## config.mk

```make
export PLATFORM = sky130hd
export DESIGN_NAME = ram_burst_master
export DESIGN_NICKNAME = d
export VERILOG_FILES = /design/src/rtl/ram_burst_master.sv
export SDC_FILE = /design/constraint.sdc
export NUM_CORES = 1
export LEC_CHECK = 0
export ABC_AREA = 1
export BUFFER_PORTS_ARGS = -buffer_cell sky130_fd_sc_hd__buf_2
export CAP_MARGIN = 20
export CORE_MARGIN = 5
export CORE_UTILIZATION = 54
export DETAILED_ROUTE_END_ITERATION = 12
export MAX_ROUTING_LAYER = met4
export PLACE_DENSITY = 0.8
export SETUP_SLACK_MARGIN = 0.4
export SYNTH_ARGS = -nofsm -noshare
export SYNTH_HDL_FRONTEND = slang
export SYNTH_SLANG_ARGS = --single-unit
```

## constraint.sdc

```tcl
create_clock -name clk -period 2.9 [get_ports clk]
set_clock_uncertainty 0.1 [all_clocks]
set_input_delay 0.145 -clock clk [delete_from_list [all_inputs] [get_ports clk]]
set_output_delay 0.145 -clock clk [all_outputs]
set_load 0.05 [all_outputs]
```

## src/rtl/ram_burst_master.sv

```systemverilog
// Burst initiator for a single-port synchronous RAM.
// Accepts burst commands, streams write beats into the RAM and read
// beats out of it, hiding the RAM's 1-cycle read latency behind a
// 2-entry read FIFO.
//
// Ports:
//   clk, rst        clock, synchronous active-high reset
//   cmd_*           burst command (write flag, start address, beats-1)
//   wr_*            write beat stream (valid/ready)
//   rd_*            read beat stream (valid/ready)
//   done            1-cycle pulse after the last beat of a burst
//   ram_*           RAM write port (we/addr/data) and read port (addr/q)
module ram_burst_master #(
    parameter int DW = 8,
    parameter int AW = 6
) (
    input  logic          clk,
    input  logic          rst,
    input  logic          cmd_valid,
    output logic          cmd_ready,
    input  logic          cmd_write,
    input  logic [AW-1:0] cmd_addr,
    input  logic [AW-1:0] cmd_len,
    input  logic          wr_valid,
    output logic          wr_ready,
    input  logic [DW-1:0] wr_data,
    output logic          rd_valid,
    input  logic          rd_ready,
    output logic [DW-1:0] rd_data,
    output logic          done,
    output logic          ram_we,
    output logic [DW-1:0] ram_data,
    output logic [AW-1:0] ram_write_addr,
    output logic [AW-1:0] ram_read_addr,
    input  logic [DW-1:0] ram_q
);

    typedef enum logic [1:0] {
        S_IDLE  = 2'd0,
        S_WRITE = 2'd1,
        S_READ  = 2'd2
    } state_t;

    state_t        state_q, state_d;
    logic [AW-1:0] addr_q, addr_d;
    logic [AW-1:0] len_q, len_d;
    // Beats written (WRITE) or issued to the RAM (READ); AW+1 bits
    // so a full 2**AW-beat burst can be counted.
    logic [AW:0]   beat_q, beat_d;
    logic [AW:0]   popped_q, popped_d;
    logic          inflight_q, inflight_d;
    logic          done_q, done_d;

    logic [DW-1:0] fifo_mem_q [2];
    logic          fifo_wp_q, fifo_wp_d;
    logic          fifo_rp_q, fifo_rp_d;
    logic [1:0]    fifo_cnt_q, fifo_cnt_d;

    logic          push;
    logic          pop;
    logic          issue;
    logic [AW:0]   total;
    logic [2:0]    occ;

    assign total = {1'b0, len_q} + {{AW{1'b0}}, 1'b1};
    assign push  = (state_q == S_READ) && inflight_q;
    assign pop   = (fifo_cnt_q != 2'd0) && rd_ready;

    // Slots that will be occupied after this edge, counting the read
    // already in flight; a new issue is allowed only if one is free.
    assign occ = {1'b0, fifo_cnt_q}
               + {2'b00, inflight_q}
               - {2'b00, pop};

    assign issue = (state_q == S_READ)
                && (beat_q < total)
                && (occ < 3'd2);

    assign rd_valid       = (fifo_cnt_q != 2'd0);
    assign rd_data        = fifo_mem_q[fifo_rp_q];
    assign done           = done_q;
    assign ram_data       = wr_data;
    assign ram_write_addr = addr_q;
    assign ram_read_addr  = addr_q;

    always_comb begin
        state_d    = state_q;
        addr_d     = addr_q;
        len_d      = len_q;
        beat_d     = beat_q;
        popped_d   = popped_q;
        inflight_d = 1'b0;
        done_d     = 1'b0;
        cmd_ready  = 1'b0;
        wr_ready   = 1'b0;
        ram_we     = 1'b0;

        unique case (state_q)
            S_IDLE: begin
                cmd_ready = 1'b1;
                if (cmd_valid) begin
                    addr_d   = cmd_addr;
                    len_d    = cmd_len;
                    beat_d   = '0;
                    popped_d = '0;
                    state_d  = cmd_write ? S_WRITE : S_READ;
                end
            end
            S_WRITE: begin
                wr_ready = 1'b1;
                ram_we   = wr_valid;
                if (wr_valid) begin
                    addr_d = addr_q + 1'b1;
                    beat_d = beat_q + 1'b1;
                    if (beat_q == {1'b0, len_q}) begin
                        state_d = S_IDLE;
                        done_d  = 1'b1;
                    end
                end
            end
            S_READ: begin
                inflight_d = issue;
                if (issue) begin
                    addr_d = addr_q + 1'b1;
                    beat_d = beat_q + 1'b1;
                end
                if (pop) begin
                    popped_d = popped_q + 1'b1;
                    if (popped_q == {1'b0, len_q}) begin
                        state_d = S_IDLE;
                        done_d  = 1'b1;
                    end
                end
            end
            default: begin
                state_d = S_IDLE;
            end
        endcase
    end

    always_comb begin
        fifo_wp_d  = fifo_wp_q ^ push;
        fifo_rp_d  = fifo_rp_q ^ pop;
        fifo_cnt_d = fifo_cnt_q
                   + {1'b0, push}
                   - {1'b0, pop};
    end

    always_ff @(posedge clk) begin
        if (rst) begin
            state_q    <= S_IDLE;
            addr_q     <= '0;
            len_q      <= '0;
            beat_q     <= '0;
            popped_q   <= '0;
            inflight_q <= 1'b0;
            done_q     <= 1'b0;
            fifo_wp_q  <= 1'b0;
            fifo_rp_q  <= 1'b0;
            fifo_cnt_q <= 2'd0;
        end else begin
            state_q    <= state_d;
            addr_q     <= addr_d;
            len_q      <= len_d;
            beat_q     <= beat_d;
            popped_q   <= popped_d;
            inflight_q <= inflight_d;
            done_q     <= done_d;
            fifo_wp_q  <= fifo_wp_d;
            fifo_rp_q  <= fifo_rp_d;
            fifo_cnt_q <= fifo_cnt_d;
        end
    end

    // Storage needs no reset: the count gates what is visible.
    always_ff @(posedge clk) begin
        if (push) begin
            fifo_mem_q[fifo_wp_q] <= ram_q;
        end
    end

endmodule

```

# Yosys cells after proc, flatten, opt, wreduce, memory -nomap -nowiden
# Memory sizes are Yosys's and may differ from the RTL's. A register that Yosys moved wholly into a read port is not among the register bits.
# Index checks and enable logic that the tools add are counted.
word_totals:
  regBits: 34
  ram_bits: 16
  in_bits: 34
  wordCells: 75
  mem_count: 1
classes:
  addsub: 8
  magnitude_cmp: 2
  eq_ne: 10
  muxes: 28
  bitwise: 3
  n_reduce_logical: 13
memory_table:
  columns: ["memory", "words", "width", "rd", "rd_clocked_by_memory_dff", "wr", "line", "rtl"]
  rows:
  - ["fifo_mem_q", 2, 8, 1, 1, 1, "54", "logic [DW-1:0] fifo_mem_q [2];"]
op_table:
  columns: ["cell", "count"]
  rows:
  - ["$mux W7", 4]
  - ["$pmux W7 S3", 1]
  - ["$mux W6", 3]
  - ["$pmux W6 S3", 1]
  - ["$add A7 B1 Y7 const B", 2]
  - ["$eq A7 B6 Y1", 2]
  - ["$pmux W7 S2", 1]
  - ["$mux W2", 6]
  - ["$mux W1", 10]
  - ["$ne A2 B2 Y1 const B", 5]
  - ["$add A6 B1 Y7 const B", 1]
  - ["$lt A7 B7 Y1", 1]
  - ["$add A6 B1 Y6 const B", 1]
  - ["$pmux W2 S3", 1]
  - ["$reduce_and A5 Y1", 1]
  - ["$logic_and A1 B1 Y1", 4]
  - ["$reduce_and A4 Y1", 1]
  - ["$reduce_bool A2 Y1", 2]
  - ["$add A2 B1 Y3", 1]
  - ["$lt A3 B2 Y1 const B", 1]
  - ["$reduce_and A3 Y1", 1]
  - ["$reduce_bool A3 Y1", 1]
  - ["$sub A3 B1 Y3", 1]
  - ["$add A2 B1 Y2", 1]
  - ["other kinds (10)", 11]

# Longest topological paths before layout
depth:
  ltp_word: 7
  ltp_mapped: 19
  mapped_depth_nobuf: 18

# Worst setup path after synthesis
# Ideal clock, no wire load.
synth_path:
  path_type: "register -> register"
  start: "reg fifo_cnt_q[1]"
  end: "reg beat_q[0]"
  setup_time_ns: 0.114
  arrival_ns: 2.657
  required_time_ns: 2.686
  path_slack_ns: 0.029
  stages_incl_launch_ff: 19
  n_path_buf: 1
  path_cell_list: "dfxtp_1 -> inv_1 -> nand2_1 -> nand2_1 -> inv_1 -> ha_1 -> inv_1 -> nand2_1 -> fa_1 -> nand2_1 -> nor2_1 -> nand3_1 -> nor2_1 -> nand2_1 -> nand2_2 -> buf_6 -> nand2_4 -> a21oi_1 -> nor2_1"
synth_between:
  elab_chain_len: 7
synth_lines:
  columns: ["element", "line", "rtl"]
  rows:
  - ["start, declared", "57", "logic [1:0] fifo_cnt_q, fifo_cnt_d;"]
  - ["start signal, assigned", "171", "fifo_cnt_q <= fifo_cnt_d;"]
  - ["$reduce_bool A2 Y1", null, null]
  - ["named net rd_valid", "27", "output logic rd_valid,"]
  - ["$logic_and A1 B1 Y1", "67", "assign pop = (fifo_cnt_q != 2'd0) && rd_ready;"]
  - ["$sub A3 B1 Y3", "73", "- {2'b00, pop};"]
  - ["$lt A3 B2 Y1", "77", "&& (occ < 3'd2);"]
  - ["$logic_and A1 B1 Y1", "77", null]
  - ["$ne A2 B2 Y1 (no source line)", null, null]
  - ["$reduce_and A4 Y1 (no source line)", null, null]
  - ["end signal, assigned", "165", "beat_q <= beat_d;"]
  - ["end, declared", "49", "logic [AW:0] beat_q, beat_d;"]
# The timed path passes the listed nets, and every way through them passes these cells.
# A chain may end at the register's enable or synchronous reset.

# Final worst setup path
layout_path:
  start: "reg fifo_cnt_q[1]"
  end: "reg beat_q[2]"
layout_between:
  elab_chain_len: 7
layout_lines:
  columns: ["element", "line"]
  rows:
  - ["branches (longest 2 deep; another with $add A2 B1 Y3)", null]
  - ["$sub A3 B1 Y3 (*)", "73"]
  - ["$lt A3 B2 Y1 (*)", "77"]
  - ["$logic_and A1 B1 Y1 (*)", "77"]
  - ["$ne A2 B2 Y1 (no source line) (*)", null]
  - ["$reduce_and A4 Y1 (no source line) (*)", null]
# Every way passes the cells marked *.

==> run summary <==
Switching Fraction = 0.5236
die width = 83.62 µm
Synth Cell Area = 2927 µm²
RR Endpoint = beat_q[2]$_SDFFE_PP0P_
pwr dens = 1086 nW/µm²
worst-margin pin slew = 0.7156 ns
crit start category = flop
Clock transition at path regs = 0.10 ns
Hold Violations, Final = 0
worst hold path startpoint = cmd_len[1]
RePlAce Congestion = 0.9003
Setup violations, final = 0
DRT antenna net count = 0
most frequent cells in the layout = nand2_1 (105), buf_2 (50), nor2_1 (43)
clock share of power = 0.116
fin util = 0.6676
crit path DAT = 2.65 ns
register area share after synthesis = 0.3968
commonest non-fill, non-tap cell in the layout = nand2_1
maximum vdd ir drop = 1139 µV
drt initial violations = 179
post-synth cell types = 29
synthesis-stage register bit count = 50
Syn. warnings = 0
vias in the first global route = 2502
total internal power = 0.001787 W
CTS Buf Count = 5
full die area = 6991 µm²
post-synthesis average cell area = 7.372 µm²
Synth-to-Final Area Change = 18.00%
number of synthesized flops with an enable pin = 16
Req. time, crit path = 3.05 ns
Global Route Usage Sum = 0.1921
maximum root-to-sink buffer count = 2
grt ovf = 0
ys async rst share = 0
CP Capture Type = flop
Slew HR = 0.5229
hold endpoint = len_q[1]$_SDFFE_PP0P_
layout cells sized above 1 = 0.1893
Leak = 1.669 nW
IO buf count = 50
status = finished, final reports clean
max-cap viol count = 0
syn_nets = 452
CTS sink count = 50
FF-to-FF setup slack = 0.40 ns
largest net degree at the start of global routing = 22
Initial Util = 0.5658
WL/cell = 12.52 µm
worst-path fanout max = 5
Ports = 67
Final #Nets = 503
fmax = 0.4008 GHz
unrepaired setup endpoints after global routing = true
setup TNS = 0 ns
post-route clock period utilization = 0.8604
Combinational Power Share = 0.598
post-DP HPWL = 4.676 mm
first drt pass iteration count = 4
core area = 5172 µm²
Reg power frac = 0.286
DRC = 0
NetSw = 0.001964 W
Clock Tree Root = clkbuf_8
CTS tree = yes
H-tree level count = 2
r2r startpoint = fifo_cnt_q[1]$_SDFF_PP0_
r2r worst-path depth = 17
first-pass GRT wire length = 11.03 mm
Via Count = 2641
Tmin final = 2.495 ns
Slew Limit Fails = 0
drt via density = 5.089
Post-Synthesis Cells = 397
Routed Wire Length = 6.499 mm
ANT cells = 0
Die Y = 83.62 µm
Cell Rows = 26
initial antenna violation count = 0
clock latency on the worst-skew pair = 0.31 ns
ys flop type = dfxtp_1
Worst Hold Class = in -> reg
hold depth = 3
CP Class = reg -> reg
[power by group through the flow]
| stage | logic [W] | registers, W | clock network, W |
|---|---|---|---|
| 3_3_place_gp | 0.00199 | 0.00107 | 0 |
| 4_1_cts | 0.00217 | 0.00107 | 0.000436 |
| 3_5_place_dp | 0.00205 | 0.00108 | 0 |
| 5_1_grt | 0.00251 | 0.00110 | 0.000467 |
| 2_1_floorplan | 0.00165 | 0.00114 | 0 |
| 6_report | 0.00224 | 0.00107 | 0.000435 |
[per-layer routing]
| layer | vias up | wire (µm) | global-route usage |
|---|---|---|---|
| met5 | - | 0 | - |
| met2 | 80 | 3220 | 0.3297 |
| li1 | 1362 | - | - |
| met3 | 7 | 394 | 0.03455 |
| met4 | 0 | 46 | 0.04386 |
| met1 | 1192 | 2836 | 0.2354 |
[through the flow]
step | hold slack (ns) | instances | power (W) | instance area [µm²] | worst slack, ns
2_1_floorplan | 0.1439 | 397 | 0.002793 | 2947 | 0.4129
3_3_place_gp | 0.1903 | 494 | 0.003066 | 3136 | 0.2880
3_5_place_dp | 0.1903 | 494 | 0.003131 | 3136 | 0.1555
4_1_cts | 0.007698 | 516 | 0.003674 | 3401 | 0.3424
5_1_grt | 0.03065 | 519 | 0.004081 | 3453 | 0.2214
6_report | 0.008677 | 519 | 0.003751 | 3453 | 0.4048
[sequential cells by signal, indices dropped and copies added (netlist names)]
signal         count
fifo_mem_q        16
done               1
fifo_cnt_q         2
fifo_rp_q          1
state_q            2
fifo_wp_q          1
inflight_q         1
beat_q             7
popped_q           7
ram_read_addr      6
len_q              6
[cell type report]
class | instances | area [µm²]
Sequential cell | 50 | 1166
Inverter | 46 | 180.2
Multi-Input combinational cell | 279 | 1521
Fill cell | 428 | 1719
Timing Repair Buffer | 66 | 402.9
Clock buffer | 5 | 68.82
Tap cell | 70 | 87.58
Clock inverter | 3 | 26.28
[Yosys cell counts (5+ instances only)]
cell	number	area, µm²
xor2_1	7	61.31
clkbuf_1	5	18.77
buf_4	16	120.1
nor3_1	5	25.02
nor2_1	43	161.4
a21oi_1	30	150.1
ha_1	20	250.2
o21ai_0	18	90.09
edfxtp_1	16	480.5
dfxtp_1	34	680.7
nand3_1	29	145.1
nand2_1	109	409.1
inv_1	44	165.2
[worst max-delay path by stage]
stage	to	cells after the start	slack [ns]	startpoint
final	beat_q[2]$_SDFFE_PP0P_	17	0.40	fifo_cnt_q[1]$_SDFF_PP0_
after detailed placement	beat_q[0]$_SDFFE_PP0P_	17	0.16	fifo_cnt_q[1]$_SDFF_PP0_
after global placement	beat_q[0]$_SDFFE_PP0P_	18	0.29	fifo_cnt_q[1]$_SDFF_PP0_
after global routing	beat_q[6]$_SDFFE_PP0P_	18	0.22	fifo_cnt_q[1]$_SDFF_PP0_
after CTS	ram_read_addr[5]$_SDFFE_PP0P_	18	0.34	fifo_cnt_q[1]$_SDFF_PP0_
after floorplan	beat_q[0]$_SDFFE_PP0P_	18	0.41	fifo_cnt_q[1]$_SDFF_PP0_
[what timing repair did]
item	CTS	global route
pin swaps	11	16
hold endpoints to repair	16	0
resized for setup	14	3
setup buffers	4	2
gates cloned	2	1
hold buffers	8	0
setup endpoints to repair	13	13
[worst max-delay path: stages (launching register included)]
cell and delay (ns):
dfxtp_4 0.37, inv_4 0.07, nand2_8 0.05, nand2_4 0.07, inv_4 0.04, ha_4 0.20
inv_2 0.05, nand2_2 0.04, fa_1 0.49, nand2_1 0.05, nor2_1 0.11, nand3_1 0.08
nor2_1 0.14, nand2_2 0.11, buf_12 0.15, nand2_2 0.11, a21oi_1 0.09, nor2_1 0.11
[cell families (layout without fill, tap and decap cells)]
group,count (synthesis),in the layout,synth area share
AND/OR/NAND/NOR,190,193,0.2642
XOR/XNOR,9,9,0.02694
AO/OA/AOI/OAI,54,54,0.09791
flip-flops,50,50,0.3967
multiplexers,2,2,0.006841
adder cells (fa/ha/maj),21,21,0.09235
buffers and inverters,71,120,0.1150
Power figures use the tool's default switching activity.
